$ cat src/rtl/uart_rx_ctrl.sv
// UART RX frame controller: turns edge-counter strobes into 8-bit frames. data_valid, parity_err and stop_err pulse 1 cycle after the stop strobe.
// Never stalls: START, PARITY and STOP each take one strobe and DATA takes eight. Define UART_RX_MAJ3_EN for 3-sample majority voting.
module uart_rx_ctrl #(
  parameter int prescaler  = 16,
  parameter int DATA_WIDTH = 8
) (
  input  logic                  clk2,
  input  logic                  rst,
  input  logic                  serial_data,
  input  logic                  parity_en,
  input  logic                  parity_type,
  input  logic [3:0]            bit_cnt,
  output logic                  cnt_enable,
  output logic                  cnt_parity_en,
  output logic [DATA_WIDTH-1:0] data_out,
  output logic                  data_valid,
  output logic                  parity_err,
  output logic                  stop_err,
  output logic                  busy
);

  localparam int IW = $clog2(DATA_WIDTH);

  if (!(prescaler == 8 || prescaler == 16 || prescaler == 32)) begin : g_bad_prescaler
    $error("uart_rx_ctrl: prescaler must be 8, 16 or 32");
  end

  typedef enum logic [2:0] {
    IDLE   = 3'd0,
    START  = 3'd1,
    DATA   = 3'd2,
    PARITY = 3'd3,
    STOP   = 3'd4,
    DONE   = 3'd5
  } state_t;

  state_t                state, state_nxt;
  logic [3:0]            bit_cnt_q;
  logic [DATA_WIDTH-1:0] shreg;
  logic [IW-1:0]         idx;
  logic                  par_type_l;
  logic                  perr;
  logic                  ferr;
  logic                  strobe;
  logic                  sample;

  // A change of bit_cnt marks mid-bit; the return to zero after the stop bit is not a strobe.
  assign strobe = (bit_cnt != bit_cnt_q) && (bit_cnt != 4'd0);

`ifdef UART_RX_MAJ3_EN
  logic [1:0] hist;

  always_ff @(posedge clk2 or negedge rst) begin
    if (!rst) hist <= 2'b11;
    else      hist <= {hist[0], serial_data};
  end

  assign sample = (serial_data & hist[0]) | (serial_data & hist[1]) | (hist[0] & hist[1]);
`else
  assign sample = serial_data;
`endif

  always_ff @(posedge clk2 or negedge rst) begin
    if (!rst) state <= IDLE;
    else      state <= state_nxt;
  end

  always_comb begin
    state_nxt  = state;
    cnt_enable = 1'b0;
    busy       = 1'b1;
    data_valid = 1'b0;
    parity_err = 1'b0;
    stop_err   = 1'b0;
    case (state)
      IDLE: begin
        busy = 1'b0;
        if (!serial_data) state_nxt = START;
      end
      START: begin
        cnt_enable = 1'b1;
        if (strobe) state_nxt = sample ? IDLE : DATA;
      end
      DATA: begin
        cnt_enable = 1'b1;
        if (strobe && idx == IW'(DATA_WIDTH - 1))
          state_nxt = cnt_parity_en ? PARITY : STOP;
      end
      PARITY: begin
        cnt_enable = 1'b1;
        if (strobe) state_nxt = STOP;
      end
      STOP: begin
        cnt_enable = 1'b1;
        if (strobe) state_nxt = DONE;
      end
      DONE: begin
        state_nxt  = IDLE;
        data_valid = ~perr & ~ferr;
        parity_err = perr;
        stop_err   = ferr;
      end
      default: state_nxt = IDLE;
    endcase
  end

  always_ff @(posedge clk2 or negedge rst) begin
    if (!rst) begin
      bit_cnt_q     <= 4'd0;
      shreg         <= '0;
      idx           <= '0;
      cnt_parity_en <= 1'b0;
      par_type_l    <= 1'b0;
      perr          <= 1'b0;
      ferr          <= 1'b0;
      data_out      <= '0;
    end else begin
      bit_cnt_q <= bit_cnt;
      case (state)
        IDLE: begin
          if (!serial_data) begin
            cnt_parity_en <= parity_en;
            par_type_l    <= parity_type;
            perr          <= 1'b0;
            ferr          <= 1'b0;
          end
        end
        START: begin
          if (strobe) idx <= '0;
        end
        DATA: begin
          if (strobe) begin
            shreg <= {sample, shreg[DATA_WIDTH-1:1]};
            idx   <= idx + 1'b1;
          end
        end
        PARITY: begin
          if (strobe) perr <= sample ^ (^shreg) ^ par_type_l;
        end
        STOP: begin
          // Loaded here so data_out is already stable while the DONE pulses are high.
          if (strobe) begin
            ferr     <= ~sample;
            data_out <= shreg;
          end
        end
        default: ;
      endcase
    end
  end

endmodule

$ cat config.mk
export PLATFORM = sky130hd
export DESIGN_NAME = uart_rx_ctrl
export DESIGN_NICKNAME = d
export VERILOG_FILES = /design/src/rtl/uart_rx_ctrl.sv
export SDC_FILE = /design/constraint.sdc
export NUM_CORES = 1
export LEC_CHECK = 0
export ABC_AREA = 1
export BUFFER_PORTS_ARGS = -buffer_cell sky130_fd_sc_hd__buf_2
export CAP_MARGIN = 20
export CORE_MARGIN = 5
export CORE_UTILIZATION = 50
export DETAILED_ROUTE_END_ITERATION = 6
export PLACE_DENSITY_LB_ADDON = 0.3
export SLEW_MARGIN = 10
export SYNTH_ARGS = -nofsm -noshare
export SYNTH_HDL_FRONTEND = slang
export SYNTH_SLANG_ARGS = --single-unit
$ cat constraint.sdc
create_clock -name clk2 -period 1.35 [get_ports clk2]
set_input_delay 0 -clock clk2 [delete_from_list [all_inputs] [get_ports clk2]]
set_output_delay 0 -clock clk2 [all_outputs]
set_load 0.05 [all_outputs]
## After elaboration in Yosys (flattened, before gate mapping)

Index checks and enable logic that the tools add are counted.

| storage, ports and cells | value |
|---|---|
| output and inout port bits | 14 |
| bits of input ports | 9 |
| bits in registers | 30 |

| cells by class | value |
|---|---|
| $add $sub $neg | 1 |
| mux-type cells | 21 |
| equality and inequality tests | 13 |
| reductions and logical operators | 16 |
| bitwise operators | 6 |

Operators with widths:

| operator | number |
|---|---|
| 2-to-1 mux 3 bit | 8 |
| one-hot mux 3 bit (5 select lines) | 1 |
| inequality test 2 bit, second input constant | 6 |
| equality test 3 bit, second input constant | 3 |
| AND reduction 3 bit | 3 |
| 2-to-1 mux 1 bit | 8 |
| parity 8 bit | 1 |
| equality test 3 x 2 -> 1 bit, second input constant | 2 |
| one-hot mux 3 bit (2 select lines) | 1 |
| AND reduction 2 bit | 3 |
| nonzero test 2 bit | 3 |
| AND reduction 5 bit | 1 |
| inequality test 4 bit | 1 |
| one-hot mux 1 bit (2 select lines) | 2 |
| nonzero test 4 bit | 1 |
| OR reduction 4 bit | 1 |
| adder 3 x 1 -> 3 bit, second input constant | 1 |
| equality test 3 x 1 -> 1 bit, second input constant | 1 |
| zero test 3 bit | 1 |
| inverter 1 bit | 3 |
| logical AND 1 bit | 2 |
| 2-to-1 mux 2 bit | 1 |
| XOR 1 bit | 2 |
| bitwise AND 1 bit | 1 |

## Logic depth before layout (Yosys ltp)

| depth | value |
|---|---|
| depth after elaboration | 5 |
| gate-level depth with buffers | 10 |

## Worst setup path after synthesis

OpenSTA, ideal clock, no wires.

| timing path | value |
|---|---|
| kind | register to output |
| start | register state[1] |
| end | output port data_valid |
| cell stages (with the launch flop) | 4 |
| arrival time | 1.647 ns |
| setup slack | -0.297 ns |
| cell sequence | dfrtp_1 > inv_1 > nand3_1 > nor3_1 |

| on the way | value |
|---|---|
| longest elaborated chain between the ends | 2 |

RTL lines:

| what | line | source |
|---|---|---|
| start: declaration | 37 | `state_t state, state_nxt;` |
| start signal: assignment | 65 | `else state <= state_nxt;` |
| equality test 3 bit | 75 | `case (state)` |
| 2-to-1 mux 1 bit | 75 |  |
| end: declaration | 16 | `output logic data_valid,` |

Every way passes these cells.

## Worst setup path in the final report

| timing path | value |
|---|---|
| start | register state[2] |
| end | output port cnt_enable |

| on the way | value |
|---|---|
| longest elaborated chain between the ends | 3 |

RTL lines:

| what | line | source |
|---|---|---|
| equality test 3 bit (tied with other cells) | 75 |  |
| OR reduction 4 bit (no line) * | -- |  |
| 2-to-1 mux 1 bit * | 75 |  |
| end: declaration | 13 | `output logic cnt_enable,` |

Mark *: on every way between the ends. The rest lies on a longest branch, timed or not.

==> out/qor_table.md <==
| Quantity | This run |
| --- | --- |
| Result of the run | complete, but fails checks |
| Violated checks | setup timing |
| Number of synthesized flops with an enable pin | 0 |
| Slack of the worst reg-to-reg path | -0.10 ns |
| Overall power after layout | 0.00526 W |
| Worst-case vdd ir drop | 1170 uV |
| Worst-case clock buffer depth | 2 |
| Ys async rst share | 1.00 |
| Via count of the first global-routing pass | 1,528 |
| Cell taking the most area after synthesis | dfrtp_1 |
| Effective utilization at floorplan | 0.521 |
| Syn nets | 211 |
| Root Buffer Master | clkbuf_4 |
| Highest clock rate | 660 MHz |
| Sum of negative setup slack | -1.71 ns |
| Overall routing resource usage | 0.200 |
| # fillers | 197 |
| Class of the most critical setup path | flip-flop to output pin |
| Dominant cell by count in the synthesized netlist | nand2_1 |
| Number of antenna violations at the first check in global routing | 0 |
| Clock insertion delay at the later pin of the skew report | 0.32 ns |
| Minimum clock period after layout | 1.52 ns |
| Worst clock skew on the final layout | 0.00253 ns |
| PwrDens | 2270 mW/mm^2 |
| Clock transition time at the flip-flop clock pins of the worst setup and hold paths | 0.09 ns |
| Final setup vio count | 28 |
| Startpoint of the most critical register-to-register path | bit_cnt_q[1] |
| Unrepaired setup endpoints after global routing | true |
| Max-slew headroom at the worst pin | 0.550 |
| HPWL after DPL | 2470 um |
| Number of warnings printed during yosys synthesis | 0 |
| Layout-stage area growth over the synthesis result | 47.2% |
| X dimension of the die | 66.2 um |
| Primary flip-flop cell chosen by synthesis mapping | dfrtp_1 |
| Netlist cell types | 23 |
| Ratio of routed vias to standard cells | 5.14 |
| Num ports | 23 |
| CTS sink cnt | 30 |
| Critical path endpoint category | output pin |
| Fraction of synthesized cell area taken by the top area cell type | 0.476 |
| Crit-path max FO | 5 |
| Global-route wire length before repair | 6650 um |
| Hold Path Class | input port to asynchronous set/reset pin |
| Mapped Cells | 200 |
| Share of final-layout standard cells stronger than drive strength 1 | 0.432 |
| Number of hold-slack violations in the final timing report | 0 |
| Standard-cell row count | 20 |
| Number of instances in the placed design | 280 |
| Count of max-cap constraint violations | 0 |
| Number of cells on the worst reg-to-reg path | 7 |
| List of most frequent post-synthesis cells | nand2_1 (78), dfrtp_1 (30), inv_1 (20), o21ai_0 (14), nor2_1 (13) |
| Cell area after synthesis | 0.00158 mm^2 |
| Area of the die | 0.00438 mm^2 |
| Post-detailed-route count of antenna-violating nets | 0 |
| Leading post-synthesis cells by cell area | dfrtp_1 (48%), nand2_1 (19%), inv_1 (4.8%) |
| Final Worst Setup Slack | -0.165 ns |
| Worst reg2reg endpoint | data_out[0] |
| Transition time at the pin with the least slew margin | 0.675 ns |
| Average wire per standard cell | 14.9 um |
| Worst EP arrival | 1.52 ns |
| Final-report max-slew violation count | 0 |
| Placeable core area | 0.00303 mm^2 |
| Final #Nets | 276 |
| CTS tree | yes |
| Synthesized area per cell | 7.88 um^2 |
| Fin crit share | 1.12 |
| RD Place Congestion | 0.863 |
| Startpoint class of the critical path | flip-flop |
| Pre-antenna DRT Iters | 4 |
| CTS Buf Count | 5 |
| Number of port buffers | 22 |
| Vias | 1,582 |
| WL final | 4580 um |
| Non-filler instance count after layout | 308 |
| H-tree levels | 2 |
| Part of the Yosys area used for sequential elements | 0.476 |
| Utilization after layout | 0.767 |
| DRT iter0 DRCs | 108 |
| Antenna cells | 0 |
| Remaining global-route overflow | 0 |
| #FFs+latches synth | 30 |
| Leakage power | 1.24 nW |
| Maximum number of pins on one net before global-route repair | 31 |
| Total DRC errors in the routed layout | 0 |
| Worst path required time | 1.35 ns |
| Y dimension of the die | 66.2 um |
[power by group]
group / switching, W / leakage, nW / total, W / internal (W)
clock: 0.000299 / 0.0302 / 0.000533 / 0.000234
combinational: 0.00199 / 0.829 / 0.00321 / 0.00122
sequential: 0.000297 / 0.385 / 0.00151 / 0.00122
[cell families after synthesis]
logic type / count (synthesis) / synth area share
buffers and inverters: 24 / 0.0667
DFF: 30 / 0.476
AOI/OAI and AO/OA: 24 / 0.0929
adders and majority gates: 2 / 0.0159
and+or+nand+nor: 114 / 0.312
xor gates and xnor gates: 4 / 0.0222
muxes: 2 / 0.0143
[through the flow]
stage | worst slack (ns) | cell area, um^2 | hold WS, ns
2_1_floorplan | 0.00486 | 1590 | -0.296
3_5_place_dp | -0.0535 | 1860 | 0.0742
5_1_grt | -0.242 | 2320 | 0.304
3_3_place_gp | -0.0638 | 1860 | 0.0723
4_1_cts | -0.103 | 2160 | 0.260
6_report | -0.165 | 2320 | 0.244
[flip-flops by register name, summed over array words and instances, names as in the netlist]
signal         count
bit_cnt_q          4
cnt_parity_en      1
data_out           8
ferr               1
idx                3
par_type_l         1
perr               1
shreg              8
state              3
[final cells by class]
cell class | instances | area, um^2 | share of cell area
clock buffer | 6 | 51.3 | 0.0221
inverter | 22 | 82.6 | 0.0356
tap | 44 | 55.1 | 0.0237
multi-input combinational | 148 | 896 | 0.386
sequential | 30 | 754 | 0.325
timing repair buffer | 58 | 482 | 0.208
[cells in the final DEF (no fill, tap or decap), types with 3 or more instances in the layout]
cell type,Yosys,final
buf_2,0,17
buf_4,1,18
buf_6,0,13
clkbuf_4,0,5
dfrtp_1,30,27
dfrtp_2,0,3
dlygate4sd3_1,0,8
inv_1,20,12
inv_2,2,10
nand2_1,78,66
nand2_2,4,11
nand2_4,1,5
nand3_1,12,11
nor2_1,13,6
nor2_2,2,5
nor2_4,1,6
o21ai_0,14,7
o21ai_1,2,8
o21ai_2,6,7
[critical path, stage by stage (launching register included)]
cell	delay, ns
dfrtp_2	0.48
inv_1	0.16
nor2_4	0.05
nor2_2	0.18
nand2_4	0.07
buf_6	0.11
buf_8	0.14
[routing by layer]
layer,wire (um),vias to the layer above,track usage
met5,0,-,0
met4,99,0,0.0584
met3,195,13,0.0527
met2,2480,52,0.348
met1,1800,750,0.241
li1,-,767,-
[how the worst max path moves through the flow]
stage                       startpoint          end  slack [ns]  cells after the start
after floorplan               state[1]     state[0]       0.005                     10
after global placement        state[1]     state[2]       -0.06                      8
after detailed placement  bit_cnt_q[3]  data_out[6]       -0.05                      9
after CTS                     state[1]   cnt_enable       -0.10                      7
after global routing          state[1]   data_valid       -0.24                      5
final                         state[2]   cnt_enable       -0.17                      6
[timing repair]
action                                 4_1_cts  5_1_grt
hold buffers                                 8        0
setup buffers                                7        6
resized for setup                           34       41
setup endpoints to repair                   25       31
pin swaps                                   12       11
endpoints found under the hold margin       37        0
gates cloned                                 2        0
Power figures use the tool's default switching activity.
